$ cat src/rtl/spi_slave_pkg.sv
// spi_slave_pkg: shared FSM encoding and command codes
// for the spi_slave_gen RAM-path SPI slave
package spi_slave_pkg;

    // gray-encoded so neighbouring states differ in one bit
    typedef enum logic [2:0] {
        IDLE      = 3'b000,
        CHK_CMD   = 3'b001,
        WRITE     = 3'b011,
        READ_ADD  = 3'b010,
        READ_DATA = 3'b110,
        READ_WAIT = 3'b111,
        READ_TX   = 3'b101,
        DONE      = 3'b100
    } spi_state_e;

    localparam logic [1:0] CMD_WR_ADDR = 2'b00;
    localparam logic [1:0] CMD_WR_DATA = 2'b01;
    localparam logic [1:0] CMD_RD_ADDR = 2'b10;
    localparam logic [1:0] CMD_RD_DATA = 2'b11;

endpackage

$ cat src/rtl/spi_par_to_ser.sv
// spi_par_to_ser: DATA_W-wide load/shift register driving MISO
// done flags that the next shift emits the final bit
module spi_par_to_ser #(
    parameter int DATA_W = 8
) (
    input  logic              clk,
    input  logic              rst_n,
    input  logic              clear,
    input  logic              load,
    input  logic              shift,
    input  logic [DATA_W-1:0] load_data,
    output logic              miso,
    output logic              done
);
    localparam int CW = $clog2(DATA_W + 1);
    localparam logic [CW-1:0] LAST = CW'(DATA_W - 1);

    logic [DATA_W-1:0] sr;
    logic [CW-1:0]     cnt;

    assign done = (cnt == LAST);

    // load, shift out MSB first, or park MISO low
    always_ff @(posedge clk or negedge rst_n) begin
        if (!rst_n) begin
            sr   <= '0;
            cnt  <= '0;
            miso <= 1'b0;
        end else if (clear) begin
            cnt  <= '0;
            miso <= 1'b0;
        end else if (load) begin
            sr   <= load_data;
            cnt  <= '0;
            miso <= 1'b0;
        end else if (shift) begin
            miso <= sr[DATA_W-1];
            sr   <= {sr[DATA_W-2:0], 1'b0};
            cnt  <= cnt + CW'(1);
        end else begin
            miso <= 1'b0;
        end
    end

endmodule

$ cat src/rtl/spi_slave_gen.sv
// spi_slave_gen: parametrised SPI slave for the RAM path
// SPI_SLAVE_TIMEOUT_EN adds a bounded wait for tx_valid
module spi_slave_gen
    import spi_slave_pkg::*;
#(
    parameter int DATA_W  = 8,
    parameter int TIMEOUT = 64
) (
    input  logic              CLK,
    input  logic              rst_n,
    input  logic              SS_n,
    input  logic              MOSI,
    output logic              MISO,
    output logic              rx_valid,
    output logic [DATA_W+1:0] rx_data,
    input  logic              tx_valid,
    input  logic [DATA_W-1:0] tx_data,
    output logic              frame_abort,
    output logic              timeout_err
);
    localparam int F  = DATA_W + 2;
    localparam int BW = $clog2(F);
    localparam logic [BW-1:0] LAST = BW'(F - 1);

    spi_state_e    state, state_n;
    logic [BW-1:0] bit_cnt;
    logic          rd_addr_seen;
    logic          shift_en, last_bit, abort_n;
    logic          load_tx, tx_shift, tx_last;
    logic          set_rd, clr_rd;

`ifdef SPI_SLAVE_TIMEOUT_EN
    localparam int WW = $clog2(TIMEOUT + 1);
    localparam logic [WW-1:0] WAIT_LAST = WW'(TIMEOUT - 1);
    logic [WW-1:0] wait_cnt;
    logic          to_hit;
`endif

    if (TIMEOUT < 1) begin : g_bad_timeout
        $error("spi_slave_gen: TIMEOUT must be at least 1");
    end

    // next state and per-cycle control decode
    always_comb begin
        state_n  = state;
        shift_en = 1'b0;
        last_bit = 1'b0;
        abort_n  = 1'b0;
        load_tx  = 1'b0;
        tx_shift = 1'b0;
        set_rd   = 1'b0;
        clr_rd   = 1'b0;
`ifdef SPI_SLAVE_TIMEOUT_EN
        to_hit   = 1'b0;
`endif
        unique case (state)
            IDLE: begin
                if (!SS_n) state_n = CHK_CMD;
            end
            CHK_CMD: begin
                if (SS_n) begin
                    abort_n = 1'b1;
                    state_n = IDLE;
                end else begin
                    shift_en = 1'b1;
                    if (!MOSI)             state_n = WRITE;
                    else if (rd_addr_seen) state_n = READ_DATA;
                    else                   state_n = READ_ADD;
                end
            end
            WRITE, READ_ADD, READ_DATA: begin
                if (bit_cnt == LAST) begin
                    // last bit wins over a same-edge SS_n release
                    shift_en = 1'b1;
                    last_bit = 1'b1;
                    set_rd   = (state == READ_ADD);
                    if (SS_n)                    state_n = IDLE;
                    else if (state == READ_DATA) state_n = READ_WAIT;
                    else                         state_n = DONE;
                end else if (SS_n) begin
                    abort_n = 1'b1;
                    state_n = IDLE;
                end else begin
                    shift_en = 1'b1;
                end
            end
            READ_WAIT: begin
                if (SS_n) begin
                    abort_n = 1'b1;
                    state_n = IDLE;
                end else if (tx_valid) begin
                    load_tx = 1'b1;
                    state_n = READ_TX;
                end
`ifdef SPI_SLAVE_TIMEOUT_EN
                else if (wait_cnt == WAIT_LAST) begin
                    to_hit  = 1'b1;
                    clr_rd  = 1'b1;
                    state_n = DONE;
                end
`endif
            end
            READ_TX: begin
                if (SS_n) begin
                    abort_n = 1'b1;
                    state_n = IDLE;
                end else begin
                    tx_shift = 1'b1;
                    if (tx_last) begin
                        clr_rd  = 1'b1;
                        state_n = DONE;
                    end
                end
            end
            DONE: begin
                if (SS_n) state_n = IDLE;
            end
            default: state_n = IDLE;
        endcase
    end

    // state register
    always_ff @(posedge CLK or negedge rst_n) begin
        if (!rst_n) state <= IDLE;
        else        state <= state_n;
    end

    // deserialiser, status pulses and read-address tracking
    always_ff @(posedge CLK or negedge rst_n) begin
        if (!rst_n) begin
            rx_data      <= '0;
            bit_cnt      <= '0;
            rx_valid     <= 1'b0;
            frame_abort  <= 1'b0;
            rd_addr_seen <= 1'b0;
        end else begin
            rx_valid    <= last_bit;
            frame_abort <= abort_n;
            if (shift_en)
                rx_data <= {rx_data[F-2:0], MOSI};
            if (last_bit || SS_n)
                bit_cnt <= '0;
            else if (shift_en)
                bit_cnt <= bit_cnt + BW'(1);
            if (set_rd)
                rd_addr_seen <= 1'b1;
            else if (clr_rd)
                rd_addr_seen <= 1'b0;
        end
    end

`ifdef SPI_SLAVE_TIMEOUT_EN
    // count READ_WAIT cycles without tx_valid
    always_ff @(posedge CLK or negedge rst_n) begin
        if (!rst_n) begin
            wait_cnt    <= '0;
            timeout_err <= 1'b0;
        end else begin
            timeout_err <= to_hit;
            if (state == READ_WAIT && !SS_n && !tx_valid && !to_hit)
                wait_cnt <= wait_cnt + WW'(1);
            else
                wait_cnt <= '0;
        end
    end
`else
    assign timeout_err = 1'b0;
`endif

    spi_par_to_ser #(
        .DATA_W(DATA_W)
    ) u_p2s (
        .clk      (CLK),
        .rst_n    (rst_n),
        .clear    (SS_n),
        .load     (load_tx),
        .shift    (tx_shift),
        .load_data(tx_data),
        .miso     (MISO),
        .done     (tx_last)
    );

endmodule
$ cat config.mk
export PLATFORM = sky130hd
export DESIGN_NAME = spi_slave_gen
export DESIGN_NICKNAME = d
export VERILOG_FILES = /design/src/rtl/spi_slave_pkg.sv /design/src/rtl/spi_par_to_ser.sv /design/src/rtl/spi_slave_gen.sv
export SDC_FILE = /design/constraint.sdc
export NUM_CORES = 1
export LEC_CHECK = 0
export CAP_MARGIN = 30
export CORE_ASPECT_RATIO = 1.25
export CORE_MARGIN = 2
export CORE_UTILIZATION = 40
export DETAILED_ROUTE_END_ITERATION = 16
export GPL_ROUTABILITY_DRIVEN = 0
export MAX_ROUTING_LAYER = met4
export PLACE_DENSITY = 0.63
export SLEW_MARGIN = 25
export SYNTH_ARGS = -nofsm -noshare
export SYNTH_HDL_FRONTEND = slang
export SYNTH_HIERARCHICAL = 1
export SYNTH_SLANG_ARGS = --single-unit
$ cat constraint.sdc
create_clock -name CLK -period 2.5 [get_ports CLK]
set_input_delay 0.5 -clock CLK [delete_from_list [all_inputs] [get_ports CLK]]
set_output_delay 0.5 -clock CLK [all_outputs]
set_load 0.02 [all_outputs]
==> impl_summary.log <==
INFO  metric commonest_cells_after_routing_fill_and_taps_aside = sky130_fd_sc_hd__dfrtp_1, sky130_fd_sc_hd__clkdlybuf4s50_1, sky130_fd_sc_hd__inv_1, sky130_fd_sc_hd__mux2_2, sky130_fd_sc_hd__a21oi_1
INFO  metric synthDominantAreaCellType = sky130_fd_sc_hd__dfrtp_1
INFO  metric setup-violations-final = 0
INFO  metric drt_first_pass_iters = 4
INFO  metric synthesis.yosys.warnings = 6
INFO  metric insertion_delay = 0.29 ns
INFO  metric max-cap-violations = 0
INFO  metric critical_path.top_delay_family = simple AND/OR/NAND/NOR gates
INFO  metric ir_worst_vdd = 324 uV
INFO  metric syn-num-nets = 166
INFO  metric power.static_leakage = 0.914 nW
INFO  metric worst_clock_skew = 0.00939 ns
INFO  metric sequential_cell_area_fraction_in_the_yosys_report = 0.489
INFO  metric timing.hold.worst.class = reg -> reg
INFO  metric congestion_overflow_gr = 0
INFO  metric ys_types = 48
INFO  metric coreArea = 4070 um2
INFO  metric synth_flop_cell = sky130_fd_sc_hd__dfrtp_1
INFO  metric first_global_vias = 1,226
INFO  metric drive_gt1_frac = 0.169
INFO  metric synth_seq_cells = 33
INFO  metric post_cts_hold_buffer_count = 0
INFO  metric synthToLayoutAreaGrowth = 24.4%
INFO  metric row_count = 26
INFO  metric element_type_at_the_critical_path_start = input port
INFO  metric routedWlPerCell = 13.6 um
INFO  metric gr-usage-all-layers = 0.150
INFO  metric grt_pass1_wl = 5.49 mm
INFO  metric clock.fmax = 0.486 GHz
INFO  metric synth.area.top_cells = sky130_fd_sc_hd__dfrtp_1, sky130_fd_sc_hd__mux2_2, sky130_fd_sc_hd__a222oi_1
INFO  metric max_slew_margin = 0.614
INFO  metric finalWirelength = 3.17 mm
INFO  metric share_of_yosys_cell_area_claimed_by_the_top_area_cell_type = 0.489
INFO  metric postSynth.asyncResetShare = 1.00
INFO  metric via_count = 1,210
INFO  metric synth.avg_cell_area = 11.3 um2
INFO  metric fraction_of_the_cycle_the_final_worst_path_needs = 0.823
INFO  metric root_buffer = sky130_fd_sc_hd__clkbuf_8
INFO  metric ios = 27
INFO  metric drt-vias-per-instance = 5.19
INFO  metric grt_setup_unrepaired = false
INFO  metric synth.cell_area = 1690 um2
INFO  metric antennaDiodeCount = 0
INFO  metric start_util = 0.416
INFO  metric syn_inst = 150
INFO  metric power.density_cell_area = 969 nW/um2
INFO  metric die_w = 62.1 um
INFO  metric tightest_slew = 0.571 ns
INFO  metric cts-root-to-sink-buffers = 2
INFO  metric post_cts.repair.setup_buffers = 0
INFO  metric synth_enable_flop_cells = 0
INFO  metric port-buffer-count = 25
INFO  metric most_common_cell_after_layout_fill_and_taps_aside = sky130_fd_sc_hd__dfrtp_1
INFO  metric dp_slack = 0.156 ns
INFO  metric timing.critical_path.required = 2.67 ns
INFO  metric number_of_antenna_violations_at_the_first_check_in_global_routing = 0
INFO  metric cp-end-kind = register
INFO  metric fin_setup_tns = 0 ns
INFO  metric antenna_violating_nets_post_route = 0
INFO  metric drc = 0
INFO  metric cts_resized = 0
INFO  metric critPathBufInv = 1
INFO  metric drt_first_iter_violations = 39
INFO  metric worst_path_max_delay_cell = sky130_fd_sc_hd__clkdlybuf4s50_1
INFO  metric tritoncts.num_buffers = 5
INFO  metric design.die.area = 4770 um2
INFO  metric tritoncts = built
INFO  metric timing.critical_path.cells = clkdlybuf4s50_1, nor2_1, and2_1, nand4_1, mux2_2
INFO  metric clock_period_minus_worst_slack = 2.06 ns
INFO  metric fill_cells = 394
INFO  metric clkSlewWorstSetupHoldPaths = 0.06 ns
INFO  metric status = finished, final reports clean
INFO  metric design.final.nets = 192
INFO  metric finalWorstSetupSlack = 0.443 ns
INFO  metric worst_ep_arrival_time = 2.22 ns
INFO  metric slew_violations = 0
INFO  metric cp_slowest_stage_delay = 0.57 ns
INFO  metric hpwl = 2.27 mm
INFO  metric chipHeight = 76.7 um
INFO  metric numClockSinks = 33
INFO  metric worst-setup-path-type = in -> reg
INFO  metric grt_max_degree = 34
INFO  metric path_max_fanout = 15
INFO  metric htree_num_levels = 2
INFO  metric hold_viol = 0
flip-flops by register name (all words and copies together), names as in the netlist:
signal        cells
frame_abort       1
u_p2s/cnt         4
rd_addr_seen      1
state             3
bit_cnt           4
u_p2s/miso        1
u_p2s/sr          8
rx_data          10
rx_valid          1
stage by stage:
step           total power [mW]  hold WS [ns]   util  cells  cell area [um2]
2_1_floorplan              1.20         0.204      -    150             1690
6_report                   2.04         0.483  0.517    233             2100
3_3_place_gp               1.44         0.469  0.484    225             1970
3_5_place_dp               1.46         0.475  0.484    225             1970
4_1_cts                    2.06         0.490  0.517    233             2100
5_1_grt                    2.15         0.520  0.517    233             2100
final timing paths:
kind / from / to / slack [ns] / cells past startpoint
setup / recovery: SS_n / u_p2s/cnt[3]$_DFFE_PN0P_ / 0.44 / 5
hold / removal: rx_data[9]$_DFFE_PN0P_ / rx_data[9]$_DFFE_PN0P_ / 0.48 / 1
setup reg to reg: state[0]$_DFFE_PN0P_ / u_p2s/cnt[3]$_DFFE_PN0P_ / 0.51 / 4
hold reg to reg: rx_data[9]$_DFFE_PN0P_ / rx_data[9]$_DFFE_PN0P_ / 0.48 / 1
max in group asynchronous: rst_n / state[1]$_DFFE_PN0P_ / 1.58 / 2
min in group asynchronous: rst_n / rx_data[3]$_DFFE_PN0P_ / 0.61 / 2
kinds of logic after synthesis:
group	synth area share
buf+inv	0.0666
simple gates	0.168
other cells	0.00222
flops	0.489
fa+ha+maj	0.0222
mux	0.0792
xor+xnor	0.00518
compound gates	0.168
cell type report:
class / instances / area [um2] / share of cell area
clock buffers: 5 / 68.8 / 0.0327
clock inverters: 3 / 65.1 / 0.0309
flip-flops and latches: 33 / 826 / 0.393
multi-input cells: 94 / 752 / 0.358
inverters: 15 / 56.3 / 0.0268
well taps: 56 / 70.1 / 0.0333
repair buffers: 27 / 265 / 0.126
power breakdown:
part	switching (mW)	internal, mW	leakage [nW]
combinational	0.292	0.343	0.447
clock	0.198	0.396	0.0681
sequential	0.134	0.675	0.399
cell usage after synthesis, drive strengths merged, types with 2 or more instances:
cell type / instances
nor3b: 2
nand4b: 2
nand2: 3
nor2b: 8
mux2: 11
or3: 3
or4: 2
inv: 15
buf: 7
ha: 3
a222oi: 6
dfrtp: 33
and2: 3
o31ai: 2
a21oi: 10
and3b: 2
o21bai: 2
nand3b: 2
nor2: 7
o21ai: 5
per-layer routing:
metal | up-vias | routed length, um | track usage
li1 | 588 | - | -
met1 | 586 | 1330 | 0.163
met2 | 30 | 1640 | 0.260
met3 | 6 | 136 | 0.0264
met4 | 0 | 60 | 0.0867
met5 | - | 0 | -
Power figures use the tool's default switching activity.
